--- src/rtl/num_digits_if.sv ---
// Bundle of the conversion handshake and the pixel-column display port
// of num_digits. The master drives requests and scan position; the slave
// returns status and glyph selection.
interface num_digits_if #(
  parameter int VAL_W = 17
);
  logic             start;
  logic [VAL_W-1:0] value;
  logic             busy;
  logic             done;
  logic [2:0]       ndigits;
  logic [9:0]       base_x;
  logic [9:0]       x;
  logic [3:0]       char;
  logic [9:0]       posx;
  logic             cell_valid;

  modport master (
    output start, value, base_x, x,
    input  busy, done, ndigits, char, posx, cell_valid
  );

  modport slave (
    input  start, value, base_x, x,
    output busy, done, ndigits, char, posx, cell_valid
  );
endinterface

--- src/rtl/num_digits.sv ---
// Binary-to-BCD converter (shift-and-add-3) feeding a glyph cell locator.
// A captured value is converted over VAL_W cycles, then latched into a
// display register; the display side picks the digit and cell origin for
// the pixel column one ahead of x so its registered outputs line up with x.
module num_digits #(
  parameter int VAL_W  = 17,
  parameter int DIGITS = 6,
  parameter int CHAR_W = 16
) (
  input  logic       clk,
  input  logic       rst,
  num_digits_if.slave bus
);
  localparam int BCD_W = 4 * DIGITS;
  localparam int SR_W  = BCD_W + VAL_W;
  localparam int CNT_W = $clog2(VAL_W + 1);

  localparam logic [1:0] S_IDLE  = 2'd0;
  localparam logic [1:0] S_SHIFT = 2'd1;
  localparam logic [1:0] S_LATCH = 2'd2;

  logic [1:0]       state;
  logic [SR_W-1:0]  sr;        // {BCD accumulator, binary remainder}
  logic [CNT_W-1:0] cnt;
  logic [BCD_W-1:0] disp;      // digit 0 is the least significant nibble
  logic [2:0]       nd;
  logic             done_q;
  logic [3:0]       char_q;
  logic [9:0]       posx_q;
  logic             valid_q;

  logic [SR_W-1:0]  sr_next;
  logic [2:0]       nd_next;
  logic             hit;
  logic [3:0]       hit_char;
  logic [9:0]       hit_posx;

  // One double-dabble step: add 3 to every nibble >= 5, then shift left.
  always_comb begin
    logic [SR_W-1:0] adj;
    // NOTE: every combinational output gets a default before any branch,
    // so no path leaves a variable unassigned and no latch is inferred.
    adj = sr;
    for (int i = 0; i < DIGITS; i++) begin
      if (adj[VAL_W + 4*i +: 4] >= 4'd5)
        adj[VAL_W + 4*i +: 4] = adj[VAL_W + 4*i +: 4] + 4'd3;
    end
    sr_next = {adj[SR_W-2:0], 1'b0};
  end

  // Significant digit count of the finished accumulator; zero shows one digit.
  always_comb begin
    nd_next = 3'd1;
    for (int i = 1; i < DIGITS; i++) begin
      if (sr[VAL_W + 4*i +: 4] != 4'd0)
        nd_next = 3'(i + 1);
    end
  end

  // Locate the cell containing the lookahead column x+1, at 16-bit width so
  // cell bounds beyond column 1023 never wrap back onto low columns.
  always_comb begin
    logic [15:0] col;
    logic [15:0] k;
    logic [15:0] cell_lo;
    hit      = 1'b0;
    hit_char = 4'd0;
    hit_posx = 10'd0;
    col      = 16'(bus.x) + 16'd1;
    for (int j = 0; j < DIGITS; j++) begin
      k       = 16'(nd) - 16'(j) - 16'd1;
      cell_lo = 16'(bus.base_x) + k * 16'(CHAR_W);
      if (3'(j) < nd && col < 16'd1024 && col >= cell_lo &&
          col < cell_lo + 16'(CHAR_W)) begin
        hit      = 1'b1;
        hit_char = disp[4*j +: 4];
        hit_posx = cell_lo[9:0];
      end
    end
  end

  // Conversion FSM: capture, VAL_W shift steps, then publish the result.
  always_ff @(posedge clk) begin
    // NOTE: sequential state uses non-blocking assignments so every register
    // samples pre-edge values, independent of statement order.
    if (rst) begin
      state  <= S_IDLE;
      sr     <= '0;
      cnt    <= '0;
      disp   <= '0;
      nd     <= 3'd1;
      done_q <= 1'b0;
    end else begin
      done_q <= 1'b0;
      case (state)
        S_IDLE: begin
          if (bus.start) begin
            sr    <= {{BCD_W{1'b0}}, bus.value};
            cnt   <= '0;
            state <= S_SHIFT;
          end
        end
        S_SHIFT: begin
          sr <= sr_next;
          if (cnt == CNT_W'(VAL_W - 1)) begin
            state <= S_LATCH;
          end else begin
            cnt <= cnt + 1'b1;
          end
        end
        S_LATCH: begin
          disp   <= sr[SR_W-1 -: BCD_W];
          nd     <= nd_next;
          done_q <= 1'b1;
          state  <= S_IDLE;
        end
        default: state <= S_IDLE;
      endcase
    end
  end

  // Registered glyph outputs; char and posx hold outside every cell.
  always_ff @(posedge clk) begin
    if (rst) begin
      char_q  <= 4'd0;
      posx_q  <= 10'd0;
      valid_q <= 1'b0;
    end else begin
      valid_q <= hit;
      if (hit) begin
        char_q <= hit_char;
        posx_q <= hit_posx;
      end
    end
  end

  assign bus.busy       = (state != S_IDLE);
  assign bus.done       = done_q;
  assign bus.ndigits    = nd;
  assign bus.char       = char_q;
  assign bus.posx       = posx_q;
  assign bus.cell_valid = valid_q;
endmodule

--- src/flat_wrapper.sv ---
// flat-port wrapper written by rule: the top's interface ports become plain ports
module num_digits_flat 
#(
  parameter int VAL_W  = 17,
  parameter int DIGITS = 6,
  parameter int CHAR_W = 16
)
  (clk, rst, bus_start, bus_value, bus_base_x, bus_x, bus_busy, bus_done, bus_ndigits, bus_char, bus_posx, bus_cell_valid);
  num_digits_if #(.VAL_W(VAL_W)) bus_i ();
  input  logic clk;
  input  logic rst;
  input wire logic [$bits(bus_i.start)-1:0] bus_start;
  input wire logic [$bits(bus_i.value)-1:0] bus_value;
  input wire logic [$bits(bus_i.base_x)-1:0] bus_base_x;
  input wire logic [$bits(bus_i.x)-1:0] bus_x;
  output wire logic [$bits(bus_i.busy)-1:0] bus_busy;
  output wire logic [$bits(bus_i.done)-1:0] bus_done;
  output wire logic [$bits(bus_i.ndigits)-1:0] bus_ndigits;
  output wire logic [$bits(bus_i.char)-1:0] bus_char;
  output wire logic [$bits(bus_i.posx)-1:0] bus_posx;
  output wire logic [$bits(bus_i.cell_valid)-1:0] bus_cell_valid;
  assign bus_i.start = bus_start;
  assign bus_i.value = bus_value;
  assign bus_i.base_x = bus_base_x;
  assign bus_i.x = bus_x;
  assign bus_busy = bus_i.busy;
  assign bus_done = bus_i.done;
  assign bus_ndigits = bus_i.ndigits;
  assign bus_char = bus_i.char;
  assign bus_posx = bus_i.posx;
  assign bus_cell_valid = bus_i.cell_valid;
  num_digits #(.VAL_W(VAL_W), .DIGITS(DIGITS), .CHAR_W(CHAR_W)) u_core (.clk(clk), .rst(rst), .bus(bus_i));
endmodule
--- config.mk ---
export PLATFORM = sky130hd
export DESIGN_NAME = num_digits_flat
export DESIGN_NICKNAME = d
export VERILOG_FILES = /design/src/rtl/num_digits_if.sv /design/src/rtl/num_digits.sv /design/src/flat_wrapper.sv
export SDC_FILE = /design/constraint.sdc
export NUM_CORES = 1
export LEC_CHECK = 0
export CORE_MARGIN = 1.5
export CORE_UTILIZATION = 60
export CTS_CLUSTER_DIAMETER = 50
export DETAILED_ROUTE_END_ITERATION = 10
export PLACE_DENSITY = 0.84
export SYNTH_ARGS = -nofsm -noshare
export SYNTH_HDL_FRONTEND = slang
export SYNTH_SLANG_ARGS = --single-unit
--- constraint.sdc ---
create_clock -name clk -period 7.2 [get_ports clk]
set_input_delay 2.16 -clock clk [delete_from_list [all_inputs] [get_ports clk]]
set_output_delay 2.16 -clock clk [all_outputs]
set_load 0.02 [all_outputs]
# == After elaboration in Yosys (flattened, before gate mapping) ==
# Index checks and enable logic that the tools add are counted.
# word_totals
rom_bits,0
latch_bits,0
reg_bits,91
mem_bits_rw,0
out_inout_bits,20
n_memories,0
# op_classes
n_addsub,30
n_shift,0
magnitude_cmp,25
n_bitwise,0
div,0
n_mux,38
reduce_logical,29
n_eq_ne,6
mul,0
# op_table
op,n
16-bit by 5-bit adder with 16-bit output (second input constant),6
16-bit greater-or-equal comparator,6
16-bit < comparator,6
41-bit case mux with 2 select lines,1
10-bit by 16-bit adder with 16-bit output,5
10-bit two-way mux,6
12-bit by 1-bit subtractor with 12-bit output (second input constant),5
4-bit two-way mux,11
41-bit two-way mux,1
4-bit by 3-bit greater-or-equal comparator with 1-bit output (second input constant),6
4-bit by 2-bit adder with 4-bit output (second input constant),5
4-bit nonzero test,5
1-bit logical AND,18
16-bit by 11-bit < comparator with 1-bit output (second input constant),1
11-bit by 8-bit adder with 12-bit output,1
3-bit two-way mux,4
10-bit by 1-bit adder with 11-bit output (second input constant),1
5-bit two-way mux,2
5-bit case mux with 2 select lines,1
2-bit two-way mux,4
3-bit by 2-bit subtractor with 4-bit output (second input constant),2
3-bit by 3-bit subtractor with 4-bit output (second input constant),2
1-bit two-way mux,7
1-bit by 3-bit < comparator with 1-bit output (first input constant),2
other kinds (15),20

# == Depth between registers and ports, before layout ==
# Gate-level depths: netlist of run 1.
# depth
ltp_word,11
mapped_depth,24

# == Least setup slack after synthesis of run 1 ==
# OpenSTA, ideal clock, no wires.
# synth_path
kind,in2reg
start,input port bus_base_x[4]
end,register u_core.char_q[1] (netlist: u_core.bus.char[1])
required_time_ns,7.083
setup_ns,0.117
setup_slack_ns,1.043
path_stages,17
arrival_time_ns,6.040
path_cell_list,ha_1 inv_1 fa_1 nand2b_1 a21oi_2 xnor2_1 or4b_1 xnor2_1 ha_1 o2111ai_1 o2bb2ai_1 nor4_2 o221ai_1 nor4_4 buf_6 a2111oi_1 a32o_1
# synth_between
elab_chain_len,10
elab_cells_between_ends,48
classes_between,add/sub (12); order compare (12); mux (12); reduce/logical (12)
# synth_rtl
element,line,rtl
start: declaration,flat_wrapper.sv:14,input wire logic [$bits(bus_i.base_x)-1:0] bus_base_x;
11-bit by 8-bit adder with 12-bit output,num_digits.sv:72,cell_lo = 16'(bus.base_x) + k * 16'(CHAR_W);
16-bit by 5-bit adder with 16-bit output or 16-bit greater-or-equal comparator (tied branches),"num_digits.sv:74, num_digits.sv:73",
16-bit < comparator or 1-bit logical AND (tied branches),"num_digits.sv:74, num_digits.sv:73",
1-bit logical AND,num_digits.sv:73,if (3'(j) < nd && col < 16'd1024 && col >= cell_lo &&
4-bit two-way mux or 1-bit two-way mux (tied branches) (6 in a row),num_digits.sv:73,
end signal: assignment,num_digits.sv:131,char_q <= hit_char;
end: declaration,num_digits.sv:28,logic [3:0] char_q;
# Parallel ways exist; a longest one is shown, timed or not.
# A chain may end at the register's enable or synchronous reset.

# == Worst setup path in the final report of run 1 ==
# layout_path
start,input port bus_base_x[5]
end,register u_core.char_q[0] (netlist: u_core.bus.char[0])
# Same word-level chain as after synthesis.

==> results.md, run 1 <==
* Place WS at 0.191 ns
* Switching power total at 0.461 mW
* Max clock buf depth at 2
* Diodes inserted at 0
* Post-Syn Area at 9070 um2
* Mapped Nets at 1347
* CTS Root Cell: clkbuf_16
* Syn Inst Count at 1158
* Placed cells at 1389
* Clock power frac at about a third
* Crit-path max cell delay at 0.61 ns
* Minimum clock period at approximately 6.8 ns
* H-tree depth at 3
* Type of the worst min-delay path: reg -> reg
* Top_reg_cell synth: dfxtp_1
* Clk sinks at 91
* Final Non-Filler Cells at roughly 1400
* Count of nets after finishing at 1405
* Fmax at 146 MHz
* Share of total power in sequential cells at 36.4%
* Worst Path Arrival at between 7 and 8 ns
* HPWL after DPL at 18600 um
* Clk slew on worst S/H paths at roughly 0.06 ns
* IO Pins at 60
* EDFF count, synth at 0
* First-pass detailed-route iteration total at 8
* Final Worst Setup Slack at between 0.3 and 0.4 ns
* Die width at 126 um
* Post-synth cell types at just over 80
* Row count at 44
* Critical path class: in -> reg
* Max IR drop VDD at 0.000156 V
* Initial Util at 61.9%
* Die area at approximately 16000 um2
* CP bufs+invs at 3
* TritonCTS Buffers at 9
* Cell area power density at about 140 nW/um2
* WP depth at 19
* CP startpoint kind: input port
* Slew at the pin closest to its max-slew limit at 1.21 ns
* Max Cap Viol at 0
* DRT iter0 DRCs at 718
* Worst skew pair latency at around 0.34 ns
* Final setup vio count at 0
* Setup TNS at 0 ns
* Worst-path cell chain: clkdlybuf4s50_1 > buf_4 > ha_1 > a21o_1 > a21oi_1 > xnor2_1 > nand4_1 > xnor2_1 > ha_1 > a21o_1 > a21oi_1 > o21ai_0 > o32a_1 > or4_1 > buf_4 > mux2i_1 > a211oi_1 > a2111oi_0 > o21ai_1
* Final RePlAce weighted congestion at 1.01
* Via count at around 8700
* Chip Height at 126 um
* Final Skew at between 0.006 and 0.007 ns
* Min Hold Slack at 0.453 ns
* Cells on Worst Hold Path at 2
* Yosys warning total at 0
* Post-synth ARST share at 0%
* Post-synthesis register bit count at between 90 and 100
* Worst Path Max Fanout at 6
* Slew margin rel. at 19.1%
* Wire length per cell at 17.3 um
* Total grt overflow at 0
* Power Total at 1.44 mW
* Leak at 4.24 nW
* RSZ-0062 raised after global routing: no
* Vias in the first global route at 8220
* Pin count of the biggest net entering global routing at 69
* Final hold vios at 0
* Via/cell ratio at 6.23
* Net Sw Frac at 32.0%
* DRC at 0
* Final ANT Viol Nets at 0
* Logic pwr share at 32.0%
* DRT Wirelength at 24300 um
* Status: finished, final reports clean
* Port Buffers at 59
* Int Power at 0.979 mW
* Post-Syn Area per Cell at approximately 8 um2
* CP Data Required Time at 7.41 ns
* Worst path top cell family by delay: compound AO/OA/AOI/OAI gates
* Final worst-path cycle share at 94.8%
* First-pass GRT wire length at 40200 um
* CTS tree: built
* CTS Hold Bufs at 0
* Area delta synth->final at 12.8%
* Crit path capture type: register
* Core Region at between 10000 and 15000 um2
* Worst r2r path cells at 21
* Sequential fraction of the synthesis area at roughly a fifth
* GRT Total Usage at 30.8%
* Max-slew violation count at 0
* Initial antenna violation count at 0
* Slowest library cell on the worst path: or4_1
* Share of cells above drive strength 1 at 6.72%
## synth_stat cells, types with 12 or more instances
| master | count | area [um2] |
|---|---|---|
| ha_1 | 144 | 1800 |
| nand2_1 | 132 | 495 |
| nor2_1 | 108 | 405 |
| dfxtp_1 | 91 | 1820 |
| a21oi_1 | 84 | 420 |
| inv_1 | 67 | 251 |
| o21ai_0 | 47 | 235 |
| xnor2_1 | 42 | 368 |
| clkbuf_1 | 34 | 128 |
| xor2_1 | 34 | 298 |
| nor3_1 | 31 | 155 |
| nand3_1 | 29 | 145 |
| nand2b_1 | 20 | 125 |
| a311oi_1 | 18 | 158 |
| a211oi_1 | 17 | 128 |
| a22oi_1 | 15 | 113 |
| mux2i_1 | 15 | 150 |
| o211ai_1 | 15 | 113 |
| nor2b_1 | 12 | 75.1 |
## per-layer routing
| layer | wire length (um) | vias up | track usage [%] |
|---|---|---|---|
| met5 | 0 | - | 0 |
| met4 | 906 | 0 | 12.2 |
| met3 | 1590 | 73 | 5.14 |
| met2 | 11400 | 285 | 52.7 |
| met1 | 10400 | 4080 | 38.7 |
| li1 | - | 4302 | - |
## metrics by stage
step           instance area, um2  util (%)
2_1_floorplan                9070         -
3_3_place_gp                 9950      67.9
3_5_place_dp                 9950      67.9
4_1_cts                     10200      69.9
5_1_grt                     10200      69.9
6_report                    10200      69.9
## sequential cells by signal, summed over array words and instances (netlist names)
name,count
u_core.bus.posx,10
u_core.sr,41
u_core.state,2
u_core.disp,24
u_core.bus.done,1
u_core.bus.char,4
u_core.cnt,5
u_core.bus.ndigits,3
u_core.bus.cell_valid,1
## power by group through the flow
stage	sequential, mW	combinational, mW	clock (mW)
2_1_floorplan	0.538	0.305	0
3_3_place_gp	0.535	0.438	0
3_5_place_dp	0.535	0.450	0
4_1_cts	0.524	0.452	0.459
5_1_grt	0.526	0.507	0.481
6_report	0.524	0.460	0.455
## cell families after synthesis
family          count (synthesis)  share of synthesized area (%)
mux                            19                           2.15
xor+xnor                       78                           7.70
compound gates                297                           22.3
fa+ha+maj                     149                           21.0
flops                          91                           20.1
simple gates                  408                           21.6
buf+inv                       116                           5.16
## timing repair
item,CTS,global route
buffers inserted,0,0
gates resized for setup,0,1
endpoints found under the setup margin,0,1
## final cells by class
cell class	count	area, um2
clock buffer	10	229
clock inverter	5	55.1
fill	1217	4410
inverter	71	267
multi-input combinational	951	6790
sequential	91	1820
tap	184	230
timing repair buffer	92	846
## final timing paths
check | start | endpoint | slack (ns)
worst max-delay path | bus_base_x[5] | u_core.bus.char[0] | 0.37
worst min-delay path | u_core.disp[2] | u_core.disp[2] | 0.45
worst max register to register | u_core.bus.ndigits[1] | u_core.bus.char[0] | 0.94
worst min register to register | u_core.disp[2] | u_core.disp[2] | 0.45
## worst min-delay path, cell delays in order (launching register included)
cell     delay (ns)
dfxtp_1        0.30
nand2_1        0.05
a21oi_1        0.05
## cell usage in the layout, fill, tap and decap left out, types with 9 or more instances in the layout
cell,n
nor2_1,107
nor3_1,31
o211ai_1,15
a21o_1,10
ha_1,144
a211oi_1,17
clkbuf_16,9
mux2i_1,15
o21ai_1,9
a21oi_1,84
a311oi_1,18
nand4_1,10
nor2b_1,11
or4_1,9
o21ai_0,47
nand2_1,132
nand2b_1,20
nand3_1,29
xnor2_1,42
buf_4,32
inv_1,67
xor2_1,34
clkdlybuf4s50_1,58
o21a_1,10
a22oi_1,15
dfxtp_1,91
Note: power is estimated with default switching activity, not from simulation.
==> inputs of run 2 (changes only) <==
CAP_MARGIN = 20   (was default)
==> run 2 against run 1 <==
Compared with the run above:
- final area rose by 0.16%
- register-to-register slack improved by 0.15 ns
- critical path depth fell by 1
- global-route usage rose by 0.13 points
- worst setup slack improved by 0.16 ns
- first-iteration DRC count fell by 7.0%
- critical endpoint unchanged
- largest power group unchanged
- highest routed layer unchanged
==> results.md, run 2 (synthesized netlist as in run 1, its figures left out) <==
* CP startpoint kind: input port
* Clock power frac at about a third
* Share of cells above drive strength 1 at 6.88%
* FF-to-FF Start: u_core.bus.ndigits[1]
* Wire length per cell at 17.2 um
* Final-layout fill cell count at 1207
* CTS Hold Bufs at 0
* DRT Wirelength at roughly 24000 um
* Global-route track usage on met1 at 39.1%
* Die width at 126 um
* Initial antenna violation count at 0
* Status: finished, final reports clean
* Crit path capture type: register
* Chip Height at between 100 and 150 um
* Final RePlAce weighted congestion at between 1 and 1.5
* Clk sinks at approximately 90
* Type of the worst min-delay path: reg -> reg
* Post-CTS Resized at 0
* Postcts setup bufs at 0
* Cells on Worst Hold Path at 2
* Cell area power density at 140 nW/um2
* Logic pwr share at 32.0%
* Minimum clock period at 6.66 ns
* H-tree depth at 3
* Top reg by flops: u_core.sr
* Crit. Startpoint: bus_base_x[4]
* Switching power total at between 0.4 and 0.5 mW
* Share of total power in sequential cells at about 36%
* Final setup vio count at 0
* Max-slew violation count at 0
* Most common cell after layout, fill and taps aside: ha_1
* Clk slew on worst S/H paths at 0.06 ns
* Slew margin rel. at 33.0%
* Max Cap Viol at 0
* GR Layer Usage met2 at 52.6%
* CTS Root Cell: clkbuf_16
* First-pass detailed-route iteration total at 8
* Leak at 4.26 nW
* Via count at 8782
* Die area at 15900 um2
* Final Skew at roughly 0.0070 ns
* Final worst-path cycle share at 92.6%
* Worst r2r dst: u_core.bus.char[0]
* Vias in the first global route at 8263
* Worst Path Arrival at 6.88 ns
* Max reg flops at slightly above 40
* TritonCTS Buffers at 9
* DRC at 0
* Fmax at 150 MHz
* DRT iter0 DRCs at ~670
* First-pass GRT wire length at 40300 um
* Net Sw Frac at approximately a third
* HPWL after DPL at 18700 um
* Slew at the pin closest to its max-slew limit at 1.01 ns
* Hold EP: u_core.disp[16]
* Final hold vios at 0
* Port Buffers at 59
* Met3 Usage GRT at roughly 4.2%
* RSZ-0062 raised after global routing: no
* CP Data Required Time at 7.42 ns
* Total grt overflow at 0
* Min Hold Slack at 0.460 ns
* Diodes inserted at 0
* Setup TNS at 0 ns
* Pin count of the biggest net entering global routing at 69
* Worst Path Max Fanout at 6
* CTS tree: built
* Initial Util at 61.9%
* Flop2flop setup slack at around 1.1 ns
* Count of nets after finishing at about 1400
* Int Power at about 0.98 mW
* Via/cell ratio at 6.25
* Area delta synth->final at 13.0%
* Worst skew pair latency at roughly 0.34 ns
* GRT Total Usage at between 30% and 40%
* Final ANT Viol Nets at 0
* Most frequent cells in the layout: ha_1, nand2_1, nor2_1
* Layout Utilization at 70.0%
* Gr busiest metal: met2
* Max clock buf depth at 2
* Core Region at 14600 um2
* Critical path class: in -> reg
* IO Pins at 60
* Row count at 44
* Worst r2r path cells at 21
* Hold_sp: u_core.disp[16]
* Max IR drop VDD at approximately 0.00016 V
==> run 2: cell types whose count changed in the layout (fill, tap and decap cells not counted), sizes merged <==
cell	delta
buf	+1
clkbuf	-1
clkinv	+2
clkinvlp	-1
==> run 2: how the worst max path moves through the flow <==
stage	endpoint	cells after the start
2_1_floorplan	u_core.bus.char[1]	17
3_3_place_gp	u_core.bus.char[2]	17
3_5_place_dp	u_core.bus.char[0]	17
4_1_cts	u_core.bus.char[0]	17
5_1_grt	u_core.bus.char[2]	20
6_report	u_core.bus.char[0]	18
==> run 2: worst max-delay path: stages <==
cell and delay (ns):
clkdlybuf4s50_1 0.51, ha_1 0.18, inv_1 0.08, fa_1 0.44, xnor2_1 0.54, nand4_1 0.25, xnor2_1 0.19, ha_1 0.29
a21o_1 0.16, a21oi_1 0.12, o21ai_0 0.09, o32a_1 0.18, or4_1 0.61, buf_4 0.26, mux2i_1 0.14, a211oi_1 0.09
a2111oi_0 0.45, o21ai_1 0.13
==> run 2: final cells by class <==
class	count	area [um2]	share of cell area, %
Sequential cell	91	1820	17.8
Inverter	71	267	2.60
Tap cell	184	230	2.25
Clock buffer	9	225	2.20
Timing Repair Buffer	93	861	8.40
Clock inverter	6	57.6	0.562
Multi-Input combinational cell	951	6790	66.2
==> run 2: routing by layer <==
metal / part of all wire [%] / routed length [um]
met4: 4.3 / 1030
met1: 43 / 10400
met5: 0 / 0
met3: 6.3 / 1520
met2: 47 / 11300
==> run 2: power by group through the flow <==
stage / registers (mW) / logic, mW / clock network, mW
global route: 0.525 / 0.507 / 0.479
global placement: 0.535 / 0.438 / 0
CTS: 0.524 / 0.454 / 0.458
detailed placement: 0.535 / 0.451 / 0
finish: 0.524 / 0.461 / 0.455
floorplan: 0.538 / 0.305 / 0
==> run 2: per-stage QoR <==
step | worst slack [ns] | total power, mW | cells | instance area, um2
finish | 0.535 | 1.44 | 1405 | 10200
floorplan | 1.04 | 0.843 | 1158 | 9070
global route | 0.149 | 1.51 | 1405 | 10200
global placement | 0.350 | 0.973 | 1389 | 9950
detailed placement | 0.166 | 0.987 | 1390 | 9960
CTS | 0.493 | 1.44 | 1405 | 10200
